$ cat config.mk
export PLATFORM = sky130hd
export DESIGN_NAME = sertx
export DESIGN_NICKNAME = d
export VERILOG_FILES = /design/src/rtl/sertx_pkg.sv /design/src/rtl/sertx_hold.sv /design/src/rtl/sertx.sv
export SDC_FILE = /design/constraint.sdc
export NUM_CORES = 1
export LEC_CHECK = 0
export CAP_MARGIN = 40
export CELL_PAD_IN_SITES_DETAIL_PLACEMENT = 0
export CELL_PAD_IN_SITES_GLOBAL_PLACEMENT = 1
export CORE_MARGIN = 1.5
export CORE_UTILIZATION = 44
export DETAILED_ROUTE_END_ITERATION = 10
export PLACE_DENSITY_LB_ADDON = 0.1
export SLEW_MARGIN = 40
export SYNTH_ARGS = -nofsm -noshare
export SYNTH_HDL_FRONTEND = slang
export SYNTH_SLANG_ARGS = --single-unit
$ cat constraint.sdc
create_clock -name clk_i -period 4 [get_ports clk_i]
set_input_delay 0.6 -clock clk_i [delete_from_list [all_inputs] [get_ports clk_i]]
set_output_delay 0.6 -clock clk_i [all_outputs]
set_load 0.02 [all_outputs]
$ cat src/rtl/sertx_pkg.sv
// sertx_pkg: shared constants for the serial transmitter slice.
//   SERTX_IDLE / SERTX_SHIFT : FSM state encodings
//   SERTX_WIDTH              : default word width
// Optional build macro used by sertx: SERTX_LSB_FIRST_EN (LSB-first shifting).
package sertx_pkg;

  typedef logic [0:0] sertx_state_t;

  localparam sertx_state_t SERTX_IDLE  = 1'b0;
  localparam sertx_state_t SERTX_SHIFT = 1'b1;

  localparam int SERTX_WIDTH = 16;

endpackage

$ cat src/rtl/sertx_hold.sv
// sertx_hold: one-word holding buffer in front of the shifter, plus the
// sticky overrun flag.
// Ports:
//   clk_i     system clock
//   resl_i    synchronous active-low reset
//   ld_i      write strobe, samples din_i
//   din_i     parallel write data
//   xfer_i    shifter is taking the held word this cycle
//   ovrclr_i  clears the overrun flag
//   hold_o    held word
//   hfull_o   buffer holds an untransmitted word
//   ovr_o     sticky overrun (write dropped while full)
module sertx_hold
  import sertx_pkg::*;
#(
  parameter int WIDTH = SERTX_WIDTH
) (
  input  logic             clk_i,
  input  logic             resl_i,
  input  logic             ld_i,
  input  logic [WIDTH-1:0] din_i,
  input  logic             xfer_i,
  input  logic             ovrclr_i,
  output logic [WIDTH-1:0] hold_o,
  output logic             hfull_o,
  output logic             ovr_o
);

  logic [WIDTH-1:0] hold_q, hold_d;
  logic             hfull_q, hfull_d;
  logic             ovr_q, ovr_d;
  logic             accept;
  logic             drop;

  // A write is taken when the buffer is empty or is being emptied in the
  // same cycle; the old word has already been copied into the shifter.
  assign accept = ld_i & (~hfull_q | xfer_i);
  assign drop   = ld_i & hfull_q & ~xfer_i;

  always_comb begin
    hold_d  = hold_q;
    hfull_d = hfull_q;
    ovr_d   = ovr_q;
    if (accept) begin
      hold_d  = din_i;
      hfull_d = 1'b1;
    end else if (xfer_i) begin
      hfull_d = 1'b0;
    end
    // A new overrun beats a clear arriving in the same cycle.
    if (drop) begin
      ovr_d = 1'b1;
    end else if (ovrclr_i) begin
      ovr_d = 1'b0;
    end
  end

  always_ff @(posedge clk_i) begin
    if (!resl_i) begin
      hold_q  <= '0;
      hfull_q <= 1'b0;
      ovr_q   <= 1'b0;
    end else begin
      hold_q  <= hold_d;
      hfull_q <= hfull_d;
      ovr_q   <= ovr_d;
    end
  end

  assign hold_o  = hold_q;
  assign hfull_o = hfull_q;
  assign ovr_o   = ovr_q;

endmodule

$ cat src/rtl/sertx.sv
// sertx: parallel-to-serial transmitter with a one-word holding buffer.
// A written word is shifted out one bit per en_i strobe, MSB first, with
// frame_o high during the first bit. A word waiting in the holding buffer
// is reloaded on the last bit's en_i with no gap bit.
// Build macro: SERTX_LSB_FIRST_EN -- when defined, words go out LSB first.
// Ports:
//   clk_i     system clock
//   resl_i    synchronous active-low reset
//   din_i     parallel write data
//   ld_i      write strobe
//   en_i      bit-rate enable, one shift per asserted cycle
//   ovrclr_i  clears overrun flag
//   sdo_o     serial data out (registered)
//   frame_o   first bit of each word (registered)
//   busy_o    shifter active
//   hempty_o  holding buffer empty (interrupt request)
//   ovr_o     sticky overrun
//
// state  | meaning
// IDLE   | nothing on the line, sdo low, waiting for a held word and en
// SHIFT  | a word is on the line; cnt = bits still to follow the current one
module sertx
  import sertx_pkg::*;
#(
  parameter int WIDTH = SERTX_WIDTH
) (
  input  logic             clk_i,
  input  logic             resl_i,
  input  logic [WIDTH-1:0] din_i,
  input  logic             ld_i,
  input  logic             en_i,
  input  logic             ovrclr_i,
  output logic             sdo_o,
  output logic             frame_o,
  output logic             busy_o,
  output logic             hempty_o,
  output logic             ovr_o
);

  localparam int CNT_W = (WIDTH > 1) ? $clog2(WIDTH) : 1;
  localparam logic [CNT_W-1:0] CNT_LAST = CNT_W'(WIDTH - 1);

  sertx_state_t     state_q, state_d;
  logic [CNT_W-1:0] cnt_q, cnt_d;
  logic [WIDTH-1:0] shreg_q, shreg_d;
  logic             sdo_q, sdo_d;
  logic             frame_q, frame_d;

  logic [WIDTH-1:0] hold;
  logic             hfull;
  logic             ovr;
  logic             cnt_zero;
  logic             xfer;

  logic             load_bit;
  logic [WIDTH-1:0] load_shreg;
  logic             shift_bit;
  logic [WIDTH-1:0] shift_shreg;

`ifdef SERTX_LSB_FIRST_EN
  assign load_bit    = hold[0];
  assign load_shreg  = {1'b0, hold[WIDTH-1:1]};
  assign shift_bit   = shreg_q[0];
  assign shift_shreg = {1'b0, shreg_q[WIDTH-1:1]};
`else
  assign load_bit    = hold[WIDTH-1];
  assign load_shreg  = {hold[WIDTH-2:0], 1'b0};
  assign shift_bit   = shreg_q[WIDTH-1];
  assign shift_shreg = {shreg_q[WIDTH-2:0], 1'b0};
`endif

  assign cnt_zero = (cnt_q == '0);

  // The shifter can take the held word when idle or while its last bit is
  // on the line.
  assign xfer = en_i & hfull & ((state_q == SERTX_IDLE) |
                                ((state_q == SERTX_SHIFT) & cnt_zero));

  sertx_hold #(
    .WIDTH(WIDTH)
  ) u_hold (
    .clk_i   (clk_i),
    .resl_i  (resl_i),
    .ld_i    (ld_i),
    .din_i   (din_i),
    .xfer_i  (xfer),
    .ovrclr_i(ovrclr_i),
    .hold_o  (hold),
    .hfull_o (hfull),
    .ovr_o   (ovr)
  );

  always_comb begin
    state_d = state_q;
    cnt_d   = cnt_q;
    shreg_d = shreg_q;
    sdo_d   = sdo_q;
    frame_d = frame_q;
    case (state_q)
      SERTX_IDLE: begin
        if (xfer) begin
          sdo_d   = load_bit;
          shreg_d = load_shreg;
          cnt_d   = CNT_LAST;
          frame_d = 1'b1;
          state_d = SERTX_SHIFT;
        end else begin
          sdo_d   = 1'b0;
          frame_d = 1'b0;
        end
      end
      SERTX_SHIFT: begin
        if (en_i) begin
          if (!cnt_zero) begin
            sdo_d   = shift_bit;
            shreg_d = shift_shreg;
            cnt_d   = cnt_q - 1'b1;
            frame_d = 1'b0;
          end else if (hfull) begin
            sdo_d   = load_bit;
            shreg_d = load_shreg;
            cnt_d   = CNT_LAST;
            frame_d = 1'b1;
          end else begin
            sdo_d   = 1'b0;
            frame_d = 1'b0;
            state_d = SERTX_IDLE;
          end
        end
      end
      default: begin
        state_d = SERTX_IDLE;
        sdo_d   = 1'b0;
        frame_d = 1'b0;
      end
    endcase
  end

  always_ff @(posedge clk_i) begin
    if (!resl_i) begin
      state_q <= SERTX_IDLE;
      cnt_q   <= '0;
      shreg_q <= '0;
      sdo_q   <= 1'b0;
      frame_q <= 1'b0;
    end else begin
      state_q <= state_d;
      cnt_q   <= cnt_d;
      shreg_q <= shreg_d;
      sdo_q   <= sdo_d;
      frame_q <= frame_d;
    end
  end

  assign sdo_o    = sdo_q;
  assign frame_o  = frame_q;
  assign busy_o   = (state_q == SERTX_SHIFT);
  assign hempty_o = ~hfull;
  assign ovr_o    = ovr;

endmodule

==> run metrics, run 1 <==
Crit. path cell count 2; GR Overflow Total 0; CTS tree yes; Gate Count Post-Synth 214; Worst EP arrival 1.86 ns; Critical Path Sink Type output port; die area 0.00476 mm2; Core Rows 23; Sequential Power Share 50.3%; drt total wl 4010 um; P_int 633 uW; nets 250; CP startpoint busy_o$_SDFF_PN0_; Highest Signal Layer met4; starting density of the core 46.9%; combinational share of power 18.7%; fillers 377; setup TNS 0 ns; dominant cells by area after synthesis dfxtp_1 (42%), mux2i_1 (8.4%), a2111oi_2 (7.1%); Max Clk Rate 0.407 GHz; M1 WL 1920 um; Clock Skew 0.00816 ns; register area share after synthesis 41.8%; Reg2Reg Depth 5; vias per cell 5.51; number of synthesized flops with an enable pin 0; CP max FO 18; Core Region 0.00409 mm2; Worst Tran Pin Value 0.793 ns; CTS Buffer Depth 2; worst hold path class reg -> reg; clk sinks 40; Synth-to-Final Area Change 16.7%; crit-path cells buf_4, clkdlybuf4s50_1; #FFs+latches synth 40; Setup-failing EPs final 0; routability cong. 0.747; worst hold margin 0.460 ns; Tcrit/Tclk final 61.4%; Avg Cell Area, Syn 8.95 um2; asr flop ratio synth 0%; largest net degree at the start of global routing 38; GRT Total Usage 19.2%; CP max stage cell clkdlybuf4s50_1; Final ANT Viol Nets 0; drt wl/cell 14.4 um; Post-CTS Setup Bufs 0; Worst path max stage delay 0.64 ns; first-pass GRT wire length 6810 um; PwrDens 395 mW/mm2; vias 1538; r2r setup slk 1.84 ns; DP Wirelength 2640 um; setup repair after global routing missed its margin no; Antenna diodes 0; worst path bufs/invs 2; top-level I/O count 26; PnR Total Power 884 uW; synthesized area 0.00192 mm2; Post-CTS Hold Fix Bufs 0; Worst path top cell family by delay buffers and inverters; Critical Path RT 3.40 ns; status completed; reg2reg start cnt_q[0]$_SDFFE_PN0P_; cts repair resizes 0; end of the critical path busy_o; vias in the first global route 1460; met3 routed WL 140 um; root buffer cell clkbuf_8; Fin. Hold Viols 0; ratio of cells with drive above 1 in the final layout 10.5%; area share of the largest cell type after synthesis 41.8%; Clock Pin Slew Worst Setup and Hold Paths 0.07 ns; Synth Flop Type dfxtp_1; clock power share 31.0%; Max-slew headroom 47.1%; critical path class reg -> out; port bufs 25; Num CTS Buffers 5; switching power 251 uW; worst skew pair latency 0.29 ns; Yosys warnings 0; DR DRC count 0; syn nets 236; Startpoint Class flip-flop; Tmin final 2.46 ns; 1st-pass router iterations 4; Die Span Y 69.0 um; die width 69.0 um; max cap viols 0; largest area contributor in the netlist dfxtp_1; switch share 28.4%; post-synth cell types 33; VDD IR max 0.000176 V; Iter 0 DRT Violations 89; reg-to-reg endpoint shreg_q[5]$_SDFFE_PN0P_; htree depth 2; Slew Limit Fails 0; Leakage 0.000825 uW; antenna violations before repair 0; metal2 WL 1930 um
-- through the flow --
stage | utilization [%] | setup slack [ns] | instance area, um2 | instances
floorplan | - | 2.23 | 1920 | 214
global placement | 52.4 | 1.56 | 2140 | 271
detailed placement | 52.4 | 1.46 | 2140 | 271
CTS | 54.7 | 1.54 | 2230 | 279
global route | 54.7 | 1.44 | 2230 | 279
finish | 54.7 | 1.54 | 2230 | 279
-- power groups by stage --
stage | Sequential [uW] | Clock [uW] | Combinational [uW]
after CTS | 444 | 284 | 167
after floorplan | 448 | 0 | 129
after global routing | 448 | 303 | 184
after detailed placement | 453 | 0 | 166
after global placement | 452 | 0 | 160
final | 444 | 274 | 165
-- kinds of logic after synthesis --
logic type / Yosys count / synth area share (%)
AND/OR/NAND/NOR: 69 / 16.8
AO/OA/AOI/OAI: 61 / 25.5
flip-flops: 40 / 41.8
buffers and inverters: 27 / 6.86
multiplexers: 16 / 8.36
adder cells (fa/ha/maj): 1 / 0.653
-- worst min-delay path by stage --
stage,startpoint,endpoint,slack (ns),depth (start not counted)
floorplan,u_hold.hold_o[10]$_SDFFE_PN0P_,u_hold.hold_o[10]$_SDFFE_PN0P_,0.43,2
global placement,u_hold.hold_o[8]$_SDFFE_PN0P_,u_hold.hold_o[8]$_SDFFE_PN0P_,0.45,2
detailed placement,u_hold.hold_o[5]$_SDFFE_PN0P_,u_hold.hold_o[5]$_SDFFE_PN0P_,0.45,2
CTS,u_hold.hold_o[10]$_SDFFE_PN0P_,u_hold.hold_o[10]$_SDFFE_PN0P_,0.47,2
global route,u_hold.hold_o[10]$_SDFFE_PN0P_,u_hold.hold_o[10]$_SDFFE_PN0P_,0.48,2
finish,u_hold.hold_o[10]$_SDFFE_PN0P_,u_hold.hold_o[10]$_SDFFE_PN0P_,0.46,2
-- worst min-delay path, delay by kind of cell (launching register included) --
family | cells | cell delay (ns)
DFF | 1 | 0.31
and+or+nand+nor | 1 | 0.05
muxes | 1 | 0.05
-- placed cells by master (no fill, tap or decap), types with 2 or more instances in the layout --
cell type / n
dfxtp_1: 40
and2_4: 2
nand2b_1: 3
nand2_1: 36
a2111oi_0: 5
mux2i_1: 16
a2111oi_2: 9
clkinv_2: 2
o21a_1: 3
clkbuf_8: 6
nor2_1: 16
nand4_1: 3
inv_1: 5
a211oi_1: 15
a31oi_1: 2
a21oi_1: 21
buf_4: 3
clkdlybuf4s50_1: 25
nand3_1: 2
-- area by class of cell --
type                    count  area, um2  share of cell area, %
clock inverters             2       10.0                  0.448
flip-flops and latches     40        801                   35.8
inverters                   6       22.5                   1.01
well taps                  50       62.6                   2.80
multi-input cells         147        983                   44.0
clock buffers               6       82.6                   3.70
repair buffers             28        273                   12.2
-- flip-flops by register name, summed over array words and instances (netlist names) --
| name | count |
|---|---|
| u_hold.hold_o | 16 |
| shreg_q | 15 |
| cnt_q | 4 |
| busy_o | 1 |
| frame_o | 1 |
| sdo_o | 1 |
| u_hold.hfull_o | 1 |
| u_hold.ovr_o | 1 |
-- metal layers --
metal / GRT usage, % / vias to the layer above
met1: 24.2 / 709
li1: - / 801
met3: 4.87 / 2
met5: 0 / -
met4: 6.62 / 0
met2: 31.9 / 26
-- synthesized netlist by cell type (2+ instances only) --
cell       count
a2111oi_0      5
a2111oi_2      9
a211oi_1      15
a21oi_1       21
a31oi_1        2
and2_4         2
buf_2          6
buf_6          3
clkbuf_1      12
dfxtp_1       40
inv_1          5
mux2i_1       16
nand2_1       36
nand2b_1       3
nand3_1        2
nand4_1        3
nor2_1        16
o21a_1         3
No activity file was read; power rests on OpenSTA's default activity.
==> run 2, diff against run 1 <==
CORE_UTILIZATION = 37   (was 44)
clock period = 2.1 ns   (was 4 ns; I/O delays follow)
==> run 2 against run 1 <==
Net effect: worst setup slack got worse by 1.3 ns; total power increased by 93%; clock power increased by 92%; hold slack improved by 0.0021 ns; clock skew about the same; critical endpoint is now shreg_q[7]$_SDFFE_PN0P_; via count increased by 3.6%; wire length increased by 5.0%; cell count increased by 9.0%; sequential power increased by 90%; global-route usage decreased by 3.0 points; critical path type is now reg -> reg.
==> run metrics, run 2 (same netlist as run 1, synthesis figures left out) <==
status completed; Worst EP arrival 2.03 ns; DR DRC count 0; vias per cell 5.24; Hold Path Origin u_hold.hold_o[7]$_SDFFE_PN0P_; Reg2Reg Depth 6; worst hold path class reg -> reg; Clock Skew 0.00768 ns; Critical Path RT 2.24 ns; Synth-to-Final Area Change 20.4%; Max-slew headroom 44.3%; crit-path cells inv_1, ha_1, or3b_1, buf_4, a211oi_1, a2111oi_2; routability cong. 0.723; ratio of cells with drive above 1 in the final layout 11.5%; 1st-pass router iterations 4; Startpoint Class flip-flop; Num CTS Buffers 5; critical path class reg -> reg; P_int 1230 uW; CP startpoint cnt_q[0]$_SDFFE_PN0P_; fillers 506; Critical Path Sink Type flip-flop; reg2reg start cnt_q[0]$_SDFFE_PN0P_; worst path bufs/invs 2; Slew Limit Fails 0; max cap viols 0; placed inst area 0.00222 mm2; hold depth 2; Sequential Power Share 49.5%; Post-CTS Hold Fix Bufs 0; top-level I/O count 26; Core Region 0.00504 mm2; Iter 0 DRT Violations 132; register area 801 um2; Clock Pin Slew Worst Setup and Hold Paths 0.07 ns; Post-CTS Setup Bufs 0; CP max stage cell or3b_1; setup repair after global routing missed its margin no; switching power 480 uW; fin util 45.8%; Worst Tran Pin Value 0.834 ns; largest net degree at the start of global routing 37; reg-to-reg endpoint shreg_q[7]$_SDFFE_PN0P_; dpl cells 296; Final Instance Count excl. Fillers 304; r2r setup slk 0.21 ns; combinational share of power 19.7%; PnR Total Power 1710 uW; clk sinks 40; Core Rows 26; Final ANT Viol Nets 0; Worst path top cell family by delay simple AND/OR/NAND/NOR gates; starting density of the core 38.0%; first-pass GRT wire length 6820 um; Die Span Y 75.0 um; antenna violations before repair 0; clock power share 30.8%; GR Overflow Total 0; die area 0.00562 mm2; CTS Buffer Depth 2; area of the multi-input gates 983 um2; nets 255; Setup-failing EPs final 0; design area 0.00231 mm2; CP max FO 15; Worst Hold Path EP u_hold.hold_o[7]$_SDFFE_PN0P_; Leakage 0.000849 uW; htree depth 2; DP Wirelength 2780 um; die width 75.0 um; Fin. Hold Viols 0; CTS tree yes; Tmin final 1.89 ns; Tcrit/Tclk final 89.8%; vias in the first global route 1508; worst skew pair latency 0.30 ns; vias 1593; Max Clk Rate 0.530 GHz; PwrDens 739 mW/mm2; drt total wl 4220 um; root buffer cell clkbuf_8; commonest non-fill, non-tap cell in the layout dfxtp_1; cts repair resizes 0; GRT Total Usage 16.2%; VDD IR max 0.000338 V; max reg flops 16; setup TNS 0 ns; Worst path max stage delay 0.47 ns; Antenna diodes 0; switch share 28.2%; drt wl/cell 13.9 um; port bufs 25; commonest non-fill, non-tap cells in the layout dfxtp_1 (40), nand2_1 (36), clkdlybuf4s50_1 (25)
==> run 2: cell count changes in the layout (fill, tap and decap cells not counted), sizes merged <==
cell,before,now
clkinv,3,1
clkbuf,6,8
buf,3,8
==> run 2: worst register-to-register path, cell delays in order, from the launching register on <==
cell,delay [ns]
dfxtp_1,0.34
inv_1,0.06
ha_1,0.21
or3b_1,0.47
buf_4,0.23
a211oi_1,0.36
a2111oi_2,0.06
==> run 2: cell type report <==
class | count | share of cell area [%]
multi-input cells | 147 | 42.6
well taps | 70 | 3.80
repair buffers | 33 | 14.0
clock buffers | 8 | 3.90
flip-flops and latches | 40 | 34.7
inverters | 6 | 0.976
==> run 2: per-layer routing <==
metal  wire length [um]  GRT usage [%]  vias up
met3                208           4.95        6
met1               1960           19.2      735
met5                  0              0        -
met4                 63           7.88        0
met2               1990           26.6       37
li1                   -              -      815
==> run 2: worst max path at each step <==
stage	endpoint	cells past startpoint	slack (ns)
after floorplan	sdo_o$_SDFFE_PN0P_	7	0.39
after global placement	u_hold.hold_o[1]$_SDFFE_PN0P_	5	0.30
after detailed placement	shreg_q[5]$_SDFFE_PN0P_	5	0.25
after CTS	shreg_q[5]$_SDFFE_PN0P_	5	0.24
after global routing	shreg_q[4]$_SDFFE_PN0P_	5	0.02
final	shreg_q[7]$_SDFFE_PN0P_	6	0.21
==> run 2: power groups by stage <==
stage,logic (uW),clock network (uW),registers [uW]
after global placement,327,0,860
final,336,526,844
after detailed placement,337,0,861
after global routing,369,570,850
after floorplan,246,0,853
after CTS,338,544,844
==> run 2: stage by stage <==
stage	hold slack, ns	setup slack, ns
finish	0.462	0.215
global route	0.487	0.0239
CTS	0.467	0.240
detailed placement	0.453	0.247
global placement	0.452	0.299
floorplan	0.435	0.392
